$ cat src/rtl/serial_subtractor.sv
// Bit-serial subtractor: z = x - y - bin, one bit per clock, LSB first.
// start/busy/done handshake; unsigned borrow-out and signed overflow flag.
module serial_subtractor #(
   parameter int unsigned WIDTH = 5
) (
   input  logic             clk,
   input  logic             rst_n,
   input  logic             start,
   input  logic [WIDTH-1:0] x,
   input  logic [WIDTH-1:0] y,
   input  logic             bin,
   output logic [WIDTH-1:0] z,
   output logic             borrow,
   output logic             ovf,
   output logic             busy,
   output logic             done
);

   localparam int unsigned CW = (WIDTH > 1) ? $clog2(WIDTH) : 1;

   typedef enum logic {
      IDLE = 1'b0,
      RUN  = 1'b1
   } state_t;

   state_t           state_q, state_d;
   logic [WIDTH-1:0] x_sh_q, x_sh_d;
   logic [WIDTH-1:0] y_sh_q, y_sh_d;
   logic [WIDTH-1:0] res_q, res_d;
   logic [WIDTH-1:0] z_q, z_d;
   logic [CW-1:0]    cnt_q, cnt_d;
   logic             br_q, br_d;
   logic             xm_q, xm_d;
   logic             ym_q, ym_d;
   logic             borrow_q, borrow_d;
   logic             ovf_q, ovf_d;
   logic             busy_q, busy_d;
   logic             done_q, done_d;
   logic             dbit_c;
   logic             bnext_c;

   // One full-subtractor cell on the current LSBs and running borrow
   always_comb begin
      dbit_c  = x_sh_q[0] ^ y_sh_q[0] ^ br_q;
      bnext_c = (~x_sh_q[0] & y_sh_q[0]) | (~(x_sh_q[0] ^ y_sh_q[0]) & br_q);
   end

   // Next-state and next-output logic
   always_comb begin
      state_d  = state_q;
      x_sh_d   = x_sh_q;
      y_sh_d   = y_sh_q;
      res_d    = res_q;
      z_d      = z_q;
      cnt_d    = cnt_q;
      br_d     = br_q;
      xm_d     = xm_q;
      ym_d     = ym_q;
      borrow_d = borrow_q;
      ovf_d    = ovf_q;
      busy_d   = busy_q;
      done_d   = 1'b0;

      case (state_q)
         IDLE: begin
            if (start) begin
               x_sh_d  = x;
               y_sh_d  = y;
               xm_d    = x[WIDTH-1];
               ym_d    = y[WIDTH-1];
               br_d    = bin;
               res_d   = '0;
               cnt_d   = '0;
               busy_d  = 1'b1;
               state_d = RUN;
            end
         end
         RUN: begin
            x_sh_d = x_sh_q >> 1;
            y_sh_d = y_sh_q >> 1;
            res_d  = {dbit_c, res_q[WIDTH-1:1]};
            br_d   = bnext_c;
            cnt_d  = cnt_q + CW'(1);
            // Last bit: publish the result, flags and the done pulse together
            if (cnt_q == CW'(WIDTH - 1)) begin
               z_d      = {dbit_c, res_q[WIDTH-1:1]};
               borrow_d = bnext_c;
               ovf_d    = (xm_q != ym_q) & (dbit_c != xm_q);
               busy_d   = 1'b0;
               done_d   = 1'b1;
               state_d  = IDLE;
            end
         end
         default: begin
            state_d = IDLE;
            busy_d  = 1'b0;
         end
      endcase
   end

   // State and datapath registers, cleared asynchronously
   always_ff @(posedge clk or negedge rst_n) begin
      if (!rst_n) begin
         state_q  <= IDLE;
         x_sh_q   <= '0;
         y_sh_q   <= '0;
         res_q    <= '0;
         z_q      <= '0;
         cnt_q    <= '0;
         br_q     <= 1'b0;
         xm_q     <= 1'b0;
         ym_q     <= 1'b0;
         borrow_q <= 1'b0;
         ovf_q    <= 1'b0;
         busy_q   <= 1'b0;
         done_q   <= 1'b0;
      end else begin
         state_q  <= state_d;
         x_sh_q   <= x_sh_d;
         y_sh_q   <= y_sh_d;
         res_q    <= res_d;
         z_q      <= z_d;
         cnt_q    <= cnt_d;
         br_q     <= br_d;
         xm_q     <= xm_d;
         ym_q     <= ym_d;
         borrow_q <= borrow_d;
         ovf_q    <= ovf_d;
         busy_q   <= busy_d;
         done_q   <= done_d;
      end
   end

   assign z      = z_q;
   assign borrow = borrow_q;
   assign ovf    = ovf_q;
   assign busy   = busy_q;
   assign done   = done_q;

endmodule

$ cat config.mk
export PLATFORM = sky130hd
export DESIGN_NAME = serial_subtractor
export DESIGN_NICKNAME = d
export VERILOG_FILES = /design/src/rtl/serial_subtractor.sv
export SDC_FILE = /design/constraint.sdc
export NUM_CORES = 1
export LEC_CHECK = 0
export ABC_AREA = 1
export CORE_MARGIN = 5
export CORE_UTILIZATION = 54
export DETAILED_ROUTE_END_ITERATION = 10
export PLACE_DENSITY_LB_ADDON = 0.12
export SLEW_MARGIN = 25
export SYNTH_ARGS = -nofsm -noshare
export SYNTH_HDL_FRONTEND = slang
export SYNTH_SLANG_ARGS = --single-unit
$ cat constraint.sdc
create_clock -name clk -period 2.2 [get_ports clk]
set_input_delay 0.44 -clock clk [delete_from_list [all_inputs] [get_ports clk]]
set_output_delay 0.44 -clock clk [all_outputs]
set_load 0.02 [all_outputs]
**Yosys cells after proc, flatten, opt, wreduce, memory -nomap -nowiden**

Index checks and enable logic that the tools add are counted.
W data, S select, Z words.

- Bitwise operators: 9
- Add/sub/neg operators: 1
- Reduce and logical (&&, ||, !) cells: 3
- Multiplexer cells: 18
- Equal/unequal tests: 5

Operators with widths:

| operator | count |
|---|---|
| $pmux W5 S2 | 3 |
| $mux W5 | 3 |
| $mux W1 | 7 |
| $pmux W1 S2 | 3 |
| $pmux W3 S2 | 1 |
| $reduce_and A2 Y1 | 3 |
| $add A3 B1 Y3 const B | 1 |
| $and A1 B1 Y1 | 3 |
| $eq A3 B3 Y1 const B | 1 |
| $mux W3 | 1 |
| $not A1 Y1 | 3 |
| $ne A1 B1 Y1 | 2 |
| $ne A2 B1 Y1 const B | 1 |
| $ne A2 B2 Y1 const B | 1 |
| $xor A1 B1 Y1 | 2 |
| $or A1 B1 Y1 | 1 |

- Output and inout port bits: 9
- Logic and storage cells: 49
- Input bits: 14
- Register bits: 31

**Logic depth before layout (Yosys ltp)**

- Word-level depth: 5
- Depth in mapped cells: 7
- Mapped depth without buffers: 7

**Least setup slack after synthesis**

OpenSTA, ideal clock, no wires.

- Path kind: reg-to-reg
- Start: register x_sh_q[0]
- End: register ovf_q (netlist: ovf)
- Slack: 0.926 ns
- Clock period less this slack: 1.274 ns
- Arrival: 1.157 ns
- Stages on the path, launching flop included: 7
- Library setup time: 0.116 ns
- Buffers on the path: 0
- Required time: 2.084 ns
- Path through: dfrtp_1 fa_1 nor2_1 nand2_1 nand2_1 nand2_1 nand2_1

- Word-level cells in the longest chain between the ends: 4

Ends and longest elaborated chain:

| item | RTL line | text |
|---|---|---|
| start: declaration | 27 | `logic [WIDTH-1:0] x_sh_q, x_sh_d;` |
| start signal: assignment | 119 | `x_sh_q <= x_sh_d;` |
| $xor A1 B1 Y1 (2 in a row) | 44 | `dbit_c = x_sh_q[0] ^ y_sh_q[0] ^ br_q;` |
| via dbit_c | 39 | `logic dbit_c;` |
| $ne A1 B1 Y1 | 88 | `ovf_d = (xm_q != ym_q) & (dbit_c != xm_q);` |
| $and A1 B1 Y1 | 88 |  |
| end signal: assignment | 128 | `ovf_q <= ovf_d;` |
| end: declaration | 36 | `logic ovf_q, ovf_d;` |

The timed path passes the listed nets, and every way through them passes these cells.
A chain may end at the register's enable or synchronous reset.

**Worst setup path after layout**

- Start: register busy_q (netlist: busy)
- End: output busy

RTL lines:

| item | RTL line | text |
|---|---|---|
| start: declaration | 37 | `logic busy_q, busy_d;` |
| start signal: assignment | 129 | `busy_q <= busy_d;` |
| end: declaration | 15 | `output logic busy,` |

No word-level cell between the ends.

==> impl_metrics.tcl <==
set metrics [dict create \
    setup_tns_ns 0 \
    path_cells "clkdlybuf4s50_1" \
    finalCriticalPeriod_ns 1.72 \
    crit_required_ns 1.76 \
    synth_edf_count 0 \
    synth_ff_type "dfrtp_1" \
    area_growth_pct 21.3 \
    finalSetupViolations 0 \
    grt_max_degree 31 \
    cp_top_family "buffers and inverters" \
    dieArea_um2 3460 \
    crit_arrival_ns 1.28 \
    reg2reg_depth 4 \
    drive_above_1_share 0.0943 \
    cp_max_fo 2 \
    total_power_mw 2.12 \
    gp_congestion 0.769 \
    drtPass1Iterations 4 \
    cp_num_buf_inv 1 \
    crit_slowest_cell "clkdlybuf4s50_1" \
    max_cap_violations 0 \
    syn_avg_cell_area_um2 9.73 \
    period_share 0.782 \
    cts_setup_buffers 0 \
    drv_slew 0 \
    dpl.cell_count 180 \
    dieHeight_um 58.8 \
    r2r_setup_slack_ns 0.77 \
    worstSkewPairLatency_ns 0.32 \
    synth.area.top_cells "dfrtp_1, nand2_1, inv_1, o21ai_0, o211ai_2" \
    port_buffers 22 \
    stdcell_area_um2 1560 \
    fmax_mhz 581 \
    cts_tree "done" \
    dp_slack_ns 0.567 \
    fin_nets 176 \
    yosys_register_bits 30 \
    end_kind "primary output" \
    synth_warnings 0 \
    grt_pass1_vias 943 \
    ys_top_cells_by_count "nand2_1, dfrtp_1, inv_1, o21ai_0, nand3_1" \
    status "finished clean" \
    nFillCells 183 \
    synth.net_count 149 \
    cts_buffers 5 \
    avgViaCountPerCell 4.97 \
    synth.most_common_cell "nand2_1" \
    hold_class "primary input to async pin" \
    diodes 0 \
    num_rows 17 \
    vias 930 \
    cts_max_level 2 \
    wirelength_um 2230 \
    drc 0 \
    synth_top_area_frac 0.584 \
    synth_top_area_cell "dfrtp_1" \
    placed_area_um2 1510 \
    hold_violations 0 \
    synth_area_um2 1280 \
    multi_input_area_um2 419 \
    grt_first_pass_wirelength_um 3970 \
    setup_slack_ns 0.479 \
    rsz0062_at_grt "no" \
    coreArea_um2 2230 \
    cp_slowest_stage_delay_ns 0.60 \
    cts_resized 0 \
    ios 23 \
    async_flop_share 1.00 \
    overflow 0 \
    tightest_slew_ns 0.507 \
    power_leakage_nw 0.765 \
    layout.cells.non_filler 187 \
    grt_util_all_layers 0.158 \
    final_antenna_net_count 0 \
    drtIter0Drc 27 \
    ys_types 18 \
    cts_root_buf "clkbuf_4" \
    post_drt_wl_per_cell_um 11.9 \
    antenna_found_initial 0 \
    hold_buffers 0 \
    postSynthCellCount 132 \
    powerDensity_nw_per_um2 1360 \
    path_clk_slew_ns 0.08 \
    start_kind "flop" \
    ir_drop_mv 0.845 \
    regArea_um2 751 \
    synth-seq-area-share 0.584 \
    clock_path_buffers 2 \
    skew_ns 0.00626 \
    timing.slew.headroom 0.662 \
    worstSetupPathType "flop to primary output" \
    fp.dieW_um 58.8 \
    cp.depth 1 \
    cts_num_sinks 30 \
    start_util 0.575 \
    place_hpwl_um 1580 \
]
metrics by stage:
step	hold slack, ns	util
3_5_place_dp	0.472	0.678
5_1_grt	0.504	0.698
4_1_cts	0.491	0.698
3_3_place_gp	0.465	0.678
6_report	0.486	0.698
2_1_floorplan	0.144	-
sequential cells by signal, indices dropped and copies added, names as in the netlist:
register / count
borrow: 1
y_sh_q: 5
ym_q: 1
z: 5
ovf: 1
cnt_q: 3
br_q: 1
done: 1
busy: 1
state_q: 1
xm_q: 1
res_q: 4
x_sh_q: 5
cells by family (layout without fill, tap and decap cells):
kind of cell             count (synthesis)  in the layout  share of synthesized area
adder cells (fa/ha/maj)                  3              3                     0.0351
buffers and inverters                   23             50                     0.0896
AND/OR/NAND/NOR                         55             55                      0.184
flip-flops                              30             30                      0.584
AO/OA/AOI/OAI                           21             21                      0.107
cell usage in the layout, fill, tap and decap left out:
cell type and n:
nand3_1 7, fa_1 1, o21ai_0 11, inv_4 1, nand3_2 1, o22ai_1 5, inv_1 18, clkdlybuf4s50_1 22
o21ai_2 1, nand2_1 41, clkbuf_1 2, clkbuf_4 5, nor2_1 4, a21oi_1 1, o211ai_2 3, nor2_4 1
ha_1 2, dfrtp_1 30, buf_4 2, nand2_4 1
metal layers:
layer | wire length [um] | up-vias | track usage | part of all wire
met5 | 0 | - | 0 | 0
met4 | 48 | 0 | 0.0777 | 0.022
met3 | 153 | 8 | 0.0680 | 0.069
met2 | 1020 | 26 | 0.249 | 0.46
met1 | 1010 | 430 | 0.182 | 0.45
li1 | - | 466 | - | -
cell type report:
class	instances	share of cell area
sequential	30	0.482
multi-input combinational	79	0.269
timing repair buffer	24	0.151
inverter	19	0.0474
clock buffer	7	0.0289
tap	28	0.0225
path summary, 6_finish.rpt:
| path | start | to |
|---|---|---|
| max in group asynchronous | rst_n | y_sh_q[0] |
| setup reg to reg | state_q | ovf |
| setup / recovery | busy | busy |
| hold / removal | rst_n | z[1] |
| min in group clk | borrow | borrow |
| hold reg to reg | borrow | borrow |
power by group:
part / internal (mW) / switching, mW
clock network: 0.120 / 0.169
logic: 0.385 / 0.497
registers: 0.794 / 0.155
total: 1.30 / 0.822
Note: power is estimated with default switching activity, not from simulation.
